**src/rtl/system_defines.svh**
```systemverilog
// System-wide widths and encodings shared by the load/store units.
`ifndef SYSTEM_DEFINES_SVH
`define SYSTEM_DEFINES_SVH

`define XLEN          32
`define FUNCT3_WIDTH  3

// Store funct3 encodings
`define FUNCT3_SB     3'b000
`define FUNCT3_SH     3'b001
`define FUNCT3_SW     3'b010

// Load funct3 encodings
`define FUNCT3_LB     3'b000
`define FUNCT3_LH     3'b001
`define FUNCT3_LW     3'b010
`define FUNCT3_LBU    3'b100
`define FUNCT3_LHU    3'b101

// Load/store exception codes
`define EXC_NONE      2'd0
`define EXC_MISALIGN  2'd1
`define EXC_ACCESS    2'd2
`define EXC_TIMEOUT   2'd3

`endif

```
**src/rtl/mod_mem_load_unit_pkg.sv**
```systemverilog
// Shared types and helpers for the load unit.
`include "system_defines.svh"

package mod_mem_load_unit_pkg;

    typedef enum logic [1:0] {
        ST_IDLE = 2'd0,
        ST_REQ  = 2'd1,
        ST_WAIT = 2'd2,
        ST_RESP = 2'd3
    } load_state_e;

    // True when the request must not reach memory: unknown funct3 or an
    // address that is not naturally aligned for the access size.
    function automatic logic is_misaligned(input logic [`FUNCT3_WIDTH-1:0] funct3,
                                           input logic [1:0]               offset);
        logic bad;
        bad = 1'b1;
        case (funct3)
            `FUNCT3_LB, `FUNCT3_LBU: bad = 1'b0;
            `FUNCT3_LH, `FUNCT3_LHU: bad = offset[0];
            `FUNCT3_LW:              bad = (offset != 2'b00);
            default:                 bad = 1'b1;
        endcase
        return bad;
    endfunction

endpackage

```
**src/rtl/mod_mem_load_data_extractor.sv**
```systemverilog
// Selects the byte/halfword lane of a loaded word and extends it to XLEN.
`include "system_defines.svh"

module mod_mem_load_data_extractor (
    input  logic [`FUNCT3_WIDTH-1:0] funct3_i,
    input  logic [1:0]               offset_i,
    input  logic [`XLEN-1:0]         word_i,
    output logic [`XLEN-1:0]         data_o
);
    logic [7:0]  byte_sel;
    logic [15:0] half_sel;

    // Lane selection followed by sign or zero extension
    always_comb begin
        byte_sel = 8'(word_i >> {offset_i, 3'b000});
        half_sel = offset_i[1] ? word_i[31:16] : word_i[15:0];
        case (funct3_i)
            `FUNCT3_LB:  data_o = {{24{byte_sel[7]}}, byte_sel};
            `FUNCT3_LBU: data_o = {24'h000000, byte_sel};
            `FUNCT3_LH:  data_o = {{16{half_sel[15]}}, half_sel};
            `FUNCT3_LHU: data_o = {16'h0000, half_sel};
            default:     data_o = word_i;
        endcase
    end
endmodule

```
**src/rtl/mod_mem_load_unit.sv**
```systemverilog
// Load unit: accepts a load, issues an aligned word read, extracts and
// extends the result, and reports misalignment, access faults and timeouts.
`include "system_defines.svh"

module mod_mem_load_unit
    import mod_mem_load_unit_pkg::*;
#(
    parameter int unsigned MEM_TIMEOUT_CYCLES = 255
) (
    input  logic                     clk_i,
    input  logic                     rst_ni,
    input  logic                     req_valid_i,
    output logic                     req_ready_o,
    input  logic [`FUNCT3_WIDTH-1:0] funct3_i,
    input  logic [`XLEN-1:0]         address_i,
    input  logic [4:0]               rd_i,
    output logic                     mem_req_valid_o,
    input  logic                     mem_req_ready_i,
    output logic [`XLEN-1:0]         mem_addr_o,
    input  logic                     mem_rsp_valid_i,
    input  logic [`XLEN-1:0]         mem_rsp_data_i,
    input  logic                     mem_rsp_error_i,
    output logic                     rsp_valid_o,
    input  logic                     rsp_ready_i,
    output logic [`XLEN-1:0]         rsp_data_o,
    output logic [4:0]               rsp_rd_o,
    output logic [1:0]               rsp_exception_o,
    output logic                     busy_o
);
    load_state_e              state_q, state_d;
    logic [`FUNCT3_WIDTH-1:0] funct3_q, funct3_d;
    logic [1:0]               offset_q, offset_d;
    logic [`XLEN-3:0]         addr_q, addr_d;
    logic [4:0]               rd_q, rd_d;
    logic [`XLEN-1:0]         data_q, data_d;
    logic [1:0]               exc_q, exc_d;
    logic [31:0]              cnt_q, cnt_d;
    logic [`XLEN-1:0]         extracted;

    mod_mem_load_data_extractor u_extractor (
        .funct3_i (funct3_q),
        .offset_i (offset_q),
        .word_i   (mem_rsp_data_i),
        .data_o   (extracted)
    );

    // State and captured-field registers; reset abandons any access
    always_ff @(posedge clk_i or negedge rst_ni) begin
        if (!rst_ni) begin
            state_q  <= ST_IDLE;
            funct3_q <= '0;
            offset_q <= '0;
            addr_q   <= '0;
            rd_q     <= '0;
            data_q   <= '0;
            exc_q    <= '0;
            cnt_q    <= '0;
        end else begin
            state_q  <= state_d;
            funct3_q <= funct3_d;
            offset_q <= offset_d;
            addr_q   <= addr_d;
            rd_q     <= rd_d;
            data_q   <= data_d;
            exc_q    <= exc_d;
            cnt_q    <= cnt_d;
        end
    end

    // Next-state logic and handshake outputs
    always_comb begin
        state_d         = state_q;
        funct3_d        = funct3_q;
        offset_d        = offset_q;
        addr_d          = addr_q;
        rd_d            = rd_q;
        data_d          = data_q;
        exc_d           = exc_q;
        cnt_d           = cnt_q;
        req_ready_o     = 1'b0;
        mem_req_valid_o = 1'b0;
        rsp_valid_o     = 1'b0;
        case (state_q)
            ST_IDLE: begin
                req_ready_o = 1'b1;
                if (req_valid_i) begin
                    funct3_d = funct3_i;
                    offset_d = address_i[1:0];
                    addr_d   = address_i[`XLEN-1:2];
                    rd_d     = rd_i;
                    data_d   = '0;
                    cnt_d    = '0;
                    if (is_misaligned(funct3_i, address_i[1:0])) begin
                        exc_d   = `EXC_MISALIGN;
                        state_d = ST_RESP;
                    end else begin
                        exc_d   = `EXC_NONE;
                        state_d = ST_REQ;
                    end
                end
            end
            ST_REQ: begin
                mem_req_valid_o = 1'b1;
                if (mem_req_ready_i) begin
                    cnt_d   = '0;
                    state_d = ST_WAIT;
                end
            end
            ST_WAIT: begin
                // A response in the same cycle as the timeout still wins
                if (mem_rsp_valid_i) begin
                    data_d  = mem_rsp_error_i ? '0 : extracted;
                    exc_d   = mem_rsp_error_i ? `EXC_ACCESS : `EXC_NONE;
                    state_d = ST_RESP;
                end else begin
                    cnt_d = cnt_q + 32'd1;
                    if (MEM_TIMEOUT_CYCLES != 0 && cnt_d == 32'(MEM_TIMEOUT_CYCLES)) begin
                        data_d  = '0;
                        exc_d   = `EXC_TIMEOUT;
                        state_d = ST_RESP;
                    end
                end
            end
            ST_RESP: begin
                rsp_valid_o = 1'b1;
                if (rsp_ready_i) begin
                    state_d = ST_IDLE;
                end
            end
            default: state_d = ST_IDLE;
        endcase
    end

    assign mem_addr_o      = {addr_q, 2'b00};
    assign rsp_data_o      = data_q;
    assign rsp_rd_o        = rd_q;
    assign rsp_exception_o = exc_q;
    assign busy_o          = (state_q != ST_IDLE);

endmodule

```
**config.mk**
```make
export PLATFORM = sky130hd
export DESIGN_NAME = mod_mem_load_unit
export DESIGN_NICKNAME = d
export VERILOG_FILES = /design/src/rtl/mod_mem_load_unit_pkg.sv /design/src/rtl/mod_mem_load_data_extractor.sv /design/src/rtl/mod_mem_load_unit.sv
export VERILOG_INCLUDE_DIRS = /design/src /design/src/rtl
export SDC_FILE = /design/constraint.sdc
export NUM_CORES = 1
export LEC_CHECK = 0
export CAP_MARGIN = 20
export CORE_ASPECT_RATIO = 1.2
export CORE_UTILIZATION = 45
export DETAILED_ROUTE_END_ITERATION = 8
export HOLD_SLACK_MARGIN = 0.05
export PLACE_DENSITY_LB_ADDON = 0.12
export SYNTH_ARGS = -nofsm -noshare
export SYNTH_HDL_FRONTEND = slang
export SYNTH_SLANG_ARGS = --single-unit
```
**constraint.sdc**
```tcl
create_clock -name clk_i -period 7.06 [get_ports clk_i]
set_input_delay 1.412 -clock clk_i [delete_from_list [all_inputs] [get_ports clk_i]]
set_output_delay 1.412 -clock clk_i [all_outputs]
set_load 0.02 [all_outputs]
```
==> flow_metrics.tcl <==
set metrics [dict create \
    comb_power_share 0.492 \
    path_class "input port to register" \
    synth.distinct_cells 57 \
    yosysTopAreaCellShare 0.431 \
    yosys_warnings 0 \
    clock_path_buffers 2 \
    critPathSlowestCell "or3_1" \
    syn_area_per_cell_um2 8.92 \
    cp.arrival_ns 4.76 \
    clkTransAtPathRegs_ns 0.07 \
    leakage_nw 3.40 \
    finalNonFillerCells 989 \
    timing.max_cap.violations 0 \
    drc 0 \
    yosys.area.top_type "dfrtp_1" \
    async_flop_share 1.00 \
    dp_hpwl_um 12800 \
    setup_tns_ns 0 \
    dr.first_iter.drc_count 299 \
    row_count 46 \
    cp_common_cell "a21oi_1" \
    cts_setup_buffers 0 \
    finalSetupViolCount 0 \
    final_cell_mix "150 x clkdlybuf4s50_1, 108 x dfrtp_1, 83 x nand2_1" \
    synth_cells 703 \
    cp_cell_sequence "clkdlybuf4s50_1, nand2_2, a21boi_2, buf_4, or3_1, a21o_1, a211o_1, a21oi_1, a21oi_1, nand2_1" \
    hold_path_class "register to register" \
    p_int_mw 1.72 \
    clock.fmax_mhz 224 \
    slew_headroom 0.360 \
    grt_pass1_wl_um 28300 \
    layout.cells.most_common "clkdlybuf4s50_1" \
    wirelength_um 17700 \
    initial_core_util 0.467 \
    switching_power_mw 1.23 \
    num-fill-cells 1185 \
    root_buffer "clkbuf_16" \
    die_h_um 131 \
    p_seq_frac 0.344 \
    slowest_delay_ns 0.58 \
    endpoint_kind "register" \
    place_inst 973 \
    antenna_found_initial 0 \
    dr.pass1.iters 5 \
    met1_usage 0.320 \
    startpoint_type "input port" \
    p_sw_frac 0.416 \
    fin_hold_ws_ns 0.505 \
    vias_per_cell 5.94 \
    synth-edff-count 0 \
    period_needed_ns 4.47 \
    ys_top_cells_by_area "dfrtp_1 43%, mux2_2 7.2%, a21oi_1 5.0%" \
    rsz0062_at_grt "no" \
    crit_family "compound AO/OA/AOI/OAI gates" \
    n_antenna_cell 0 \
    path_max_fanout 43 \
    clock-sinks 108 \
    vias 5874 \
    drv_slew 0 \
    routedWlPerCell_um 17.9 \
    status "finished clean" \
    hold_viol 0 \
    cts_tree "built" \
    first_global_vias 5535 \
    drive_above_1_share 0.0950 \
    syn-cell-area_um2 6270 \
    grt_max_degree 68 \
    utilization 0.603 \
    pwr_density_cell_nw_per_um2 364 \
    synth_ff_type "dfrtp_1" \
    routabilityCongestion 0.942 \
    power_frac_clock 0.164 \
    skew_ns 0.00861 \
    grtUsageTotal 0.253 \
    cts_inserted_buffers 9 \
    tightest_slew_ns 0.956 \
    grt_use_met3 0.0451 \
    required_ns 7.36 \
    syn_to_final_growth_pct 29.0 \
    nets 901 \
    die-area_um2 14400 \
    portBuffers 151 \
    grt_busiest_layer "met2" \
    period_share 0.633 \
    io_pins 154 \
    cts_resized 0 \
    peakVddDrop_uv 258 \
    yosys_register_bits 108 \
    die_w_um 110 \
    use_met2 0.429 \
    core-area_um2 13400 \
    clock_tree.htree_level_count 3 \
    ant_nets 0 \
    grt_overflow 0 \
    yosysSeqAreaShare 0.431 \
    worst-path-buf-inv 2 \
    cts-hold-fix-buffers 0 \
    clk_latency_ns 0.36 \
]
cell usage after synthesis, types with 3 or more instances:
cell type    n
nand4_1     13
a221oi_1     9
o22ai_1      8
nand2b_1     8
and3_1      10
ha_1         6
and4_1       6
inv_1       38
clkbuf_1    35
o31ai_1      9
dfrtp_1    108
nor4_1       8
mux2i_1      8
o21ai_0     39
xor2_1       5
clkbuf_2     3
or4_1        6
buf_2        9
a211o_1      3
a21oi_1     63
xnor2_1      6
mux4_2       4
a2111oi_0    5
nor2_1      27
nand3_1     47
or3_1        8
a31oi_1     12
nor3_1      25
nand2_1     84
mux2_2      40
a21o_1       3
o221ai_1     3
a22o_1       9
buf_1        7
kinds of logic (layout without fill, tap and decap cells):
family / count (synthesis) / after routing / synth area share
multiplexers: 52 / 52 / 0.0990
other: 1 / 2 / 0.000598
adder cells (fa/ha/maj): 6 / 6 / 0.0120
flip-flops: 108 / 108 / 0.431
AND/OR/NAND/NOR: 253 / 253 / 0.204
buffers and inverters: 95 / 212 / 0.0617
XOR/XNOR: 11 / 11 / 0.0154
AO/OA/AOI/OAI: 177 / 177 / 0.177
area by class of cell:
| type | count | area [um2] | share of cell area |
|---|---|---|---|
| multi-input cells | 501 | 3190 | 0.395 |
| flip-flops and latches | 108 | 2700 | 0.334 |
| repair buffers | 158 | 1560 | 0.193 |
| clock buffers | 11 | 233 | 0.0288 |
| well taps | 168 | 210 | 0.0260 |
| inverters | 38 | 143 | 0.0176 |
| clock inverters | 5 | 46.3 | 0.00572 |
flip-flops by register name (all words and copies together), names as in the netlist:
signal / count
addr_q: 30
rsp_rd_o: 5
funct3_q: 3
offset_q: 2
cnt_q: 32
rsp_data_o: 32
state_q: 2
rsp_exception_o: 2
per-stage QoR:
stage          instance area, um2  setup WS (ns)  power, mW
6_report                     8090           2.59       2.94
4_1_cts                      8090           2.62       2.97
5_1_grt                      8090           2.40       3.12
3_5_place_dp                 7810           2.23       2.48
2_1_floorplan                6270           3.95       1.82
3_3_place_gp                 7810           2.35       2.44
layer usage:
layer	vias to the layer above	part of all wire	routed length (um)
li1	2767	-	-
met1	2860	0.41	7180
met2	219	0.50	8910
met3	28	0.068	1210
met4	0	0.022	382
met5	-	0	0
final timing paths:
check,start,to,slack (ns),cells after the start
max,req_valid_i,rsp_data_o[23]$_DFFE_PN0P_,2.59,10
min,rsp_rd_o[1]$_DFFE_PN0P_,rsp_rd_o[1]$_DFFE_PN0P_,0.50,1
max reg2reg,state_q[1]$_DFFE_PN0P_,rsp_data_o[23]$_DFFE_PN0P_,3.30,11
min reg2reg,rsp_rd_o[1]$_DFFE_PN0P_,rsp_rd_o[1]$_DFFE_PN0P_,0.50,1
max in group asynchronous,rst_ni,addr_q[11]$_DFFE_PN0P_,4.76,2
min in group asynchronous,rst_ni,rsp_data_o[6]$_DFFE_PN0P_,1.04,1
power groups by stage:
stage	Clock [mW]	Sequential, mW	Combinational (mW)
after global placement	0	1.01	1.43
after global routing	0.524	1.04	1.56
after CTS	0.497	1.01	1.46
final	0.482	1.01	1.45
after floorplan	0	1.17	0.653
after detailed placement	0	1.02	1.46
Power figures use the tool's default switching activity.
